File: config.mk
export PLATFORM = sky130hd
export DESIGN_NAME = ep2_packet_router
export DESIGN_NICKNAME = d
export VERILOG_FILES = /design/src/rtl/ep2_pkg.sv /design/src/rtl/ep2_port_counter.sv /design/src/rtl/ep2_packet_router.sv
export SDC_FILE = /design/constraint.sdc
export NUM_CORES = 1
export LEC_CHECK = 0
export BUFFER_PORTS_ARGS = -buffer_cell sky130_fd_sc_hd__buf_2
export CAP_MARGIN = 20
export CORE_AREA = 2 2 142 144
export DETAILED_ROUTE_END_ITERATION = 10
export DIE_AREA = 0 0 144 146
export PLACE_DENSITY = 0.75
export SLEW_MARGIN = 40
export SYNTH_ARGS = -nofsm -noshare
export SYNTH_HDL_FRONTEND = slang
export SYNTH_SLANG_ARGS = --single-unit
File: constraint.sdc
create_clock -name clk -period 6.25 [get_ports clk]
set_clock_uncertainty 0.2 [all_clocks]
set_input_delay 0.9375 -clock clk [delete_from_list [all_inputs] [get_ports clk]]
set_output_delay 0.9375 -clock clk [all_outputs]
set_load 0.05 [all_outputs]
File: src/rtl/ep2_pkg.sv
// Shared definitions for the EP2 packet router: header layout, FSM encoding
// and a small saturating-increment helper.
package ep2_pkg;

    localparam logic [3:0] SYNC_NIBBLE = 4'h5;

    localparam int HDR_SYNC_MSB = 7;
    localparam int HDR_SYNC_LSB = 4;
    localparam int HDR_PORT_MSB = 3;
    localparam int HDR_PORT_LSB = 0;

    typedef enum logic [2:0] {
        HDR     = 3'd0,
        LEN_HI  = 3'd1,
        LEN_LO  = 3'd2,
        PAYLOAD = 3'd3,
        DISCARD = 3'd4
    } state_e;

    function automatic logic [15:0] sat_inc16(input logic [15:0] v);
        return (v == 16'hFFFF) ? v : v + 16'd1;
    endfunction

endpackage

File: src/rtl/ep2_port_counter.sv
// One 32-bit wrapping byte counter; wrap is intentional because the consumer
// only ever looks at differences between samples.
module ep2_port_counter (
    input  logic        clk,
    input  logic        reset,
    input  logic        en_i,
    output logic [31:0] count_o
);

    logic [31:0] count_q;
    logic [31:0] count_d;

    always_comb begin
        count_d = count_q;
        if (en_i) begin
            count_d = count_q + 32'd1;
        end
    end

    always_ff @(posedge clk or posedge reset) begin
        if (reset) begin
            count_q <= '0;
        end else begin
            count_q <= count_d;
        end
    end

    assign count_o = count_q;

endmodule

File: src/rtl/ep2_packet_router.sv
// Parses the EP2 byte stream into header/length/payload and steers payload
// bytes into one of NUM_PORTS write FIFOs, keeping a byte count per port.
module ep2_packet_router #(
    parameter int         NUM_PORTS   = 4,
    parameter logic [3:0] SYNC_NIBBLE = 4'h5
) (
    input  logic                    clk,
    input  logic                    reset,
    input  logic [7:0]              in_data,
    input  logic                    in_valid,
    output logic                    in_ready,
    output logic [7:0]              fifo_wr_data,
    output logic [NUM_PORTS-1:0]    fifo_wr_en,
    input  logic [NUM_PORTS-1:0]    fifo_afull,
    output logic [32*NUM_PORTS-1:0] byte_counts,
    output logic [15:0]             sync_err_count,
    output logic [15:0]             bad_port_count,
    output logic                    busy
);
    import ep2_pkg::*;

    localparam logic [4:0] NUM_PORTS_W = 5'(NUM_PORTS);

    state_e               state_q;
    logic [3:0]           port_q;
    logic [7:0]           len_hi_q;
    logic [15:0]          remaining_q;
    logic [7:0]           wr_data_q;
    logic [NUM_PORTS-1:0] wr_en_q;
    logic [15:0]          sync_err_q;
    logic [15:0]          bad_port_q;

    logic [NUM_PORTS-1:0] port_hit;
    logic                 afull_sel;
    logic                 accept;
    logic                 payload_accept;
    logic                 port_in_range;
    logic [15:0]          length_w;

    genvar gi;
    generate
        for (gi = 0; gi < NUM_PORTS; gi++) begin : g_port
            logic [31:0] cnt;

            assign port_hit[gi] = (port_q == 4'(gi));

            // Enable on the accepting edge so the count moves with fifo_wr_en.
            ep2_port_counter u_cnt (
                .clk     (clk),
                .reset   (reset),
                .en_i    (payload_accept && port_hit[gi]),
                .count_o (cnt)
            );

            assign byte_counts[32*gi +: 32] = cnt;
        end
    endgenerate

    always_comb begin
        afull_sel = 1'b0;
        for (int p = 0; p < NUM_PORTS; p++) begin
            if (port_hit[p]) begin
                afull_sel = fifo_afull[p];
            end
        end
    end

    // in_ready is held low during reset so every output reads 0 there.
    assign in_ready       = ~reset & ((state_q == PAYLOAD) ? ~afull_sel : 1'b1);
    assign accept         = in_valid & in_ready;
    assign payload_accept = accept && (state_q == PAYLOAD);
    assign port_in_range  = ({1'b0, port_q} < NUM_PORTS_W);
    assign length_w       = {len_hi_q, in_data};

    always_ff @(posedge clk or posedge reset) begin
        if (reset) begin
            state_q     <= HDR;
            port_q      <= '0;
            len_hi_q    <= '0;
            remaining_q <= '0;
            wr_data_q   <= '0;
            wr_en_q     <= '0;
            sync_err_q  <= '0;
            bad_port_q  <= '0;
        end else begin
            wr_en_q <= '0;
            if (payload_accept) begin
                wr_en_q   <= port_hit;
                wr_data_q <= in_data;
            end
            if (accept) begin
                case (state_q)
                    HDR: begin
                        if (in_data[HDR_SYNC_MSB:HDR_SYNC_LSB] != SYNC_NIBBLE) begin
                            sync_err_q <= sat_inc16(sync_err_q);
                        end else begin
                            port_q  <= in_data[HDR_PORT_MSB:HDR_PORT_LSB];
                            state_q <= LEN_HI;
                        end
                    end
                    LEN_HI: begin
                        len_hi_q <= in_data;
                        state_q  <= LEN_LO;
                    end
                    LEN_LO: begin
                        remaining_q <= length_w;
                        if (length_w == 16'd0) begin
                            state_q <= HDR;
                        end else if (!port_in_range) begin
                            bad_port_q <= sat_inc16(bad_port_q);
                            state_q    <= DISCARD;
                        end else begin
                            state_q <= PAYLOAD;
                        end
                    end
                    PAYLOAD, DISCARD: begin
                        remaining_q <= remaining_q - 16'd1;
                        if (remaining_q == 16'd1) begin
                            state_q <= HDR;
                        end
                    end
                    default: state_q <= HDR;
                endcase
            end
        end
    end

    assign fifo_wr_data   = wr_data_q;
    assign fifo_wr_en     = wr_en_q;
    assign sync_err_count = sync_err_q;
    assign bad_port_count = bad_port_q;
    assign busy           = (state_q != HDR);

endmodule
# ---- Yosys cells after proc, flatten, opt, wreduce, memory -nomap -nowiden
# Index checks and enable logic that the tools add are counted.
dict set report classes {
  addsub 7
  multipliers 0
  div 0
  magnitude_cmp 1
  n_eq_ne 13
  shift 0
  muxes 12
  n_bitwise 9
  n_reduce_logical 17
}
# op n
set ops {}
lappend ops {{$add 32x1->32 const B} 4}
lappend ops {{$add 16x1->16 const B} 2}
lappend ops {{$eq 16x16->1 const B} 2}
lappend ops {{$pmux 16 s2} 1}
lappend ops {{$eq 16x1->1 const B} 1}
lappend ops {{$logic_not 16->1} 1}
lappend ops {{$sub 16x1->16 const B} 1}
lappend ops {{$mux 3} 4}
lappend ops {{$pmux 3 s4} 1}
lappend ops {{$eq 4x2->1 const B} 2}
lappend ops {{$not 1->1} 7}
lappend ops {{$eq 3x2->1 const B} 2}
lappend ops {{$reduce_and 3->1} 2}
lappend ops {{$logic_and 1x1->1} 5}
lappend ops {{$mux 1} 5}
lappend ops {{$reduce_and 5->1} 1}
lappend ops {{$eq 4x1->1 const B} 1}
lappend ops {{$logic_not 4->1} 1}
lappend ops {{$lt 4x3->1 const B} 1}
lappend ops {{$mux 4} 1}
lappend ops {{$ne 2x2->1 const B} 2}
lappend ops {{$ne 4x3->1 const B} 1}
lappend ops {{$reduce_and 2->1} 2}
lappend ops {{$reduce_and 4->1} 1}
lappend ops {{other kinds (7)} 8}
dict set report word_totals {
  regBits 203
  latchBits 0
  ram_bits 0
  mem_bits_ro 0
  n_memories 0
}

# ---- Depth between registers and ports, before layout
dict set report depth {
  word_depth 11
  mapped_depth 9
}

# ---- Hierarchy
# A second synthesis with hierarchy kept.
dict set report unflattened {
  hier_cells 861
  area_unflattened_um2 9857.0
}
# module instances cells_each area_each_um2
set modules_own_cells {}
lappend modules_own_cells {ep2_port_counter 4 126 1510.2}
lappend modules_own_cells {ep2_packet_router 1 357 3816.2}

# ---- Worst setup path before layout
# No wires, ideal clock.
dict set report synth_timing {
  kind {input to output}
  startpoint {input fifo_afull[1]}
  endpoint {output in_ready}
  t_arrival_ps 1998
  required_time_ps 5112
  path_slack_ps 3114
  stages 3
  n_path_buf 0
  path_cell_list {mux2i_1 -> o22ai_1 -> a21oi_1}
}
dict set report synth_between {
  elab_chain_cells 6
}
# element line
set synth_lines {}
lappend synth_lines {{start: declaration} ep2_packet_router.sv:14} ;# input logic [NUM_PORTS-1:0] fifo_afull,
lappend synth_lines {{$mux 1 (3 in series)} ep2_packet_router.sv:62} ;# if (port_hit[p]) begin
lappend synth_lines {{$not 1->1} ep2_packet_router.sv:69} ;# assign in_ready = ~reset & ((state_q == PAYLOAD) ? ~afull_sel : 1'b1);
lappend synth_lines {{$mux 1} ep2_packet_router.sv:69}
lappend synth_lines {{$and 1x1->1} ep2_packet_router.sv:69}
lappend synth_lines {{end: declaration} ep2_packet_router.sv:11} ;# output logic in_ready,
# No other way between the ends.

# ---- Worst setup path after layout
dict set report layout_timing {
  startpoint {register port_q[2]}
  endpoint {output in_ready}
}
dict set report layout_between {
  elab_chain_cells 8
  elab_cells_between_ends 11
}
# element line
set layout_lines {}
lappend layout_lines {{start: declaration} ep2_packet_router.sv:25} ;# logic [3:0] port_q;
lappend layout_lines {{start signal: assignment} ep2_packet_router.sv:97} ;# port_q <= in_data[HDR_PORT_MSB:HDR_PORT_LSB];
lappend layout_lines {{$logic_not 4->1} ep2_packet_router.sv:45} ;# assign port_hit[gi] = (port_q == 4'(gi));
lappend layout_lines {{$mux 1 (3 in series)} ep2_packet_router.sv:62}
lappend layout_lines {{$mux 1 (*)} ep2_packet_router.sv:62}
lappend layout_lines {{$not 1->1 (*)} ep2_packet_router.sv:69}
lappend layout_lines {{$mux 1 (*)} ep2_packet_router.sv:69}
lappend layout_lines {{$and 1x1->1 (*)} ep2_packet_router.sv:69}
# Mark *: on every way between the ends. The rest lies on a longest branch, timed or not.

==> summary.txt <==
Power
  – Power per Cell Area: 325 nW/um2
  – Peak supply drop: 0.000332 V
  – Leak Pwr: 5.81 nW
  – Final Power: 0.00376 W

Global route
  – Number of global-route vias before repair: 6,921
  – GR Overflow Total: 0
  – GR Util All Layers: 0.210
  – Pin count of the biggest net entering global routing: 88
  – Number of antenna violations at the first check in global routing: 3
  – Wire length of the first global-routing pass: 36,300 um

Critical path
  – WP data arrival: 2.43 ns
  – R2r worst-path depth: 5
  – Launch point of the critical path: port_q[2]
  – Max FO, Critical Path: 7
  – Critical path type: reg -> out
  – R2R Setup Slk: 3.48 ns
  – Worst setup EP type: primary output
  – Kind of start point of the critical path: register
  – R2R Path Start: state_q[1]
  – Worst endpoint required time: 5.11 ns
  – Critical register-to-register path endpoint: bad_port_count[14]

Clocking
  – Deepest level of the CTS H-tree: 1
  – Count of instances resized after the clock tree is built: 0
  – Number of buffers inserted during clock tree synthesis: 23
  – Number of hold buffers added after CTS: 0
  – Clock Root Buffer: sky130_fd_sc_hd__clkbuf_16
  – Maximum buffer depth of the clock tree: 3
  – Clock Sinks: 203
  – Skew-Pair Late Insertion Delay: 0.50 ns
  – # Post-CTS Setup Buffers: 0
  – TritonCTS clock tree: built
  – Clock transition at the registers of the reported paths: 0.06 ns

STA
  – Total negative slack for setup checks: 0 ns
  – Min Tclk post-route: 3.57 ns
  – Worst Max-Slew Pin Slew: 0.704 ns
  – Post-route fraction of the period consumed by the critical path: 0.571
  – Finish-stage setup viols: 0
  – Worst max-slew margin expressed relative to the limit: 0.524
  – RSZ-0062 raised after global routing: no
  – Peak clock frequency supported by timing: 0.280 GHz
  – Count of pins over their slew limit: 0
  – Hold Violations, Final: 0

Min path
  – Source of the worst hold timing path: g_port[0].u_cnt.count_o[31]
  – Cell depth of the worst hold path: 1
  – End point of the most critical hold path: g_port[0].u_cnt.count_o[31]
  – Kind of path behind the tightest hold check: reg -> reg

Die
  – Total core area: 19,300 um2
  – Count of pins on the block boundary: 189
  – Die boundary width: 144 um
  – Initial cell density of the core: 0.493
  – Die ar.: 21,000 um2
  – Core Rows: 51
  – Die extent in y: 146 um

Drt
  – Post-route DRC: 0
  – Total via count after detailed routing: 7,386
  – First DRT Iteration DRCs: 474
  – Avg Vias per Cell: 5.48
  – Wire length after detailed routing: 22,300 um
  – Post-DR wirelength/cell: 16.5 um
  – Post-DRT Antenna Nets: 0
  – DR pass1 iterations: 5

Synthesis
  – Number of different library cells in the post-synthesis netlist: 63
  – Synthesized area divided by synthesized cell count: 11.0 um2
  – Proportion of netlist area held by the largest area contributor: 0.533
  – Number of cells produced by synthesis: 868
  – Synthesized Nets: 891
  – Main synth FF type: sky130_fd_sc_hd__dfrtp_1
  – Warning count from the yosys run: 0
  – Summed instance area of the synthesized netlist: 9540 um2
  – Sequential share of the synthesized area: 0.533
  – Largest area contributor in the netlist: sky130_fd_sc_hd__dfrtp_1
  – EDFF count, synth: 0
  – Yosys reg bits: 203
  – Ranking of synthesized cells by area: sky130_fd_sc_hd__dfrtp_1 (53%), sky130_fd_sc_hd__xnor2_1 (9.0%), sky130_fd_sc_hd__xor2_1 (4.9%)
  – Share of flip-flops with an asynchronous set or reset: 1.00

Run
  – Maxcap violations: 0

Place
  – Weighted congestion at the end of routability-driven global placement: 0.856
  – Placed inst area: 10,800 um2
  – Port Buffer Count: 188
  – DP Cell Count: 1,305
  – Post-detailed-placement half-perimeter wirelength: 15,600 um

Outcome
  – Result of the run: completed

Layout
  – Nets@finish: 1,091
  – Number of fill cells: 1,603
  – Post-route core utilization: 0.599
  – Most used cells in the layout excluding fill and tap cells: sky130_fd_sc_hd__dfrtp_1 (203), sky130_fd_sc_hd__buf_2 (188), sky130_fd_sc_hd__xnor2_1 (98)
  – Cell area after layout: 11,600 um2
  – Most common cell after layout, fill and taps aside: sky130_fd_sc_hd__dfrtp_1
  – Area grow syn2layout: 21.4%
  – Number of standard cells in the final layout excluding fillers: 1,348
  – Share of post-route cells with drive strength above 1: 0.254
[cell families (layout without fill, tap and decap cells)]
family                   Yosys count  after routing  synth area share
AO/OA/AOI/OAI                     70             70            0.0492
AND/OR/NAND/NOR                  366            366             0.215
other                              0              2                 0
multiplexers                      32             32            0.0375
buffers and inverters             38            251            0.0169
adder cells (fa/ha/maj)            8              8            0.0105
flip-flops                       203            203             0.533
XOR/XNOR                         151            151             0.139
[layout make-up]
class / count / area [um2] / share of cell area
repair buffers: 195 / 1060 / 0.0912
well taps: 265 / 332 / 0.0286
diodes: 2 / 5.00 / 0.000432
flip-flops and latches: 203 / 5080 / 0.438
clock buffers: 34 / 657 / 0.0567
multi-input cells: 627 / 4310 / 0.372
clock inverters: 4 / 73.8 / 0.00637
inverters: 18 / 71.3 / 0.00616
[metal layers]
layer  share of wire  track usage  vias to the layer above
met1            0.45        0.301                     3638
met2            0.48        0.334                      207
met5         0.00040            0                        -
li1                -            -                     3504
met4           0.019       0.0510                        2
met3           0.057       0.0359                       35
[through the flow]
stage,setup WS [ns],hold WS (ns)
floorplan,2.48,0.257
global placement,2.95,0.252
detailed placement,2.87,0.254
CTS,2.65,0.265
global route,2.57,0.264
finish,2.68,0.262
[power breakdown]
group / internal (W) / total, W / switching [W]
combinational: 0.000285 / 0.000838 / 0.000554
clock: 0.000804 / 0.00132 / 0.000515
sequential: 0.00145 / 0.00161 / 0.000159
[cells in the mapped netlist, types with 2 or more instances]
cell	n
sky130_fd_sc_hd__and3_1	27
sky130_fd_sc_hd__a22o_1	2
sky130_fd_sc_hd__nor4bb_1	3
sky130_fd_sc_hd__ha_1	8
sky130_fd_sc_hd__nor2_1	50
sky130_fd_sc_hd__inv_1	18
sky130_fd_sc_hd__and2_1	6
sky130_fd_sc_hd__o31ai_1	2
sky130_fd_sc_hd__nor3_1	26
sky130_fd_sc_hd__xor2_1	53
sky130_fd_sc_hd__nor3b_1	5
sky130_fd_sc_hd__a22oi_1	4
sky130_fd_sc_hd__xnor2_1	98
sky130_fd_sc_hd__or4bb_1	2
sky130_fd_sc_hd__a21o_1	2
sky130_fd_sc_hd__or3_4	2
sky130_fd_sc_hd__mux2_2	30
sky130_fd_sc_hd__or4_1	3
sky130_fd_sc_hd__nor4_4	3
sky130_fd_sc_hd__mux2i_1	2
sky130_fd_sc_hd__nor4_1	16
sky130_fd_sc_hd__nand2b_1	5
sky130_fd_sc_hd__o211ai_1	2
sky130_fd_sc_hd__clkbuf_1	10
sky130_fd_sc_hd__o2bb2ai_1	4
sky130_fd_sc_hd__buf_2	8
sky130_fd_sc_hd__a21oi_1	20
sky130_fd_sc_hd__o32ai_1	2
sky130_fd_sc_hd__dfrtp_1	203
sky130_fd_sc_hd__o22ai_1	5
sky130_fd_sc_hd__nand4_1	42
sky130_fd_sc_hd__o21ai_0	15
sky130_fd_sc_hd__nand2_1	81
sky130_fd_sc_hd__nand4b_1	2
sky130_fd_sc_hd__nand3_1	60
sky130_fd_sc_hd__and4_1	20
[worst max-delay path by stage]
| stage | endpoint | slack, ns | cells after the start |
|---|---|---|---|
| after detailed placement | sync_err_count[13] | 2.87 | 6 |
| after floorplan | bad_port_count[0] | 2.48 | 1 |
| final | in_ready | 2.68 | 4 |
| after global placement | sync_err_count[13] | 2.95 | 6 |
| after global routing | in_ready | 2.57 | 4 |
| after CTS | in_ready | 2.65 | 4 |
[state kept, by name (all words and copies together), names as in the netlist]
name                  count
bad_port_count           16
fifo_wr_data              8
fifo_wr_en                4
g_port.u_cnt.count_o    128
len_hi_q                  8
port_q                    4
remaining_q              16
state_q                   3
sync_err_count           16
[critical path, cell delays in order (launching register included)]
cell,delay (ns)
sky130_fd_sc_hd__dfrtp_1,0.40
sky130_fd_sc_hd__or3b_1,0.54
sky130_fd_sc_hd__o22ai_1,0.61
sky130_fd_sc_hd__a21oi_1,0.13
sky130_fd_sc_hd__buf_2,0.25
(Power assumes the default switching activity.)
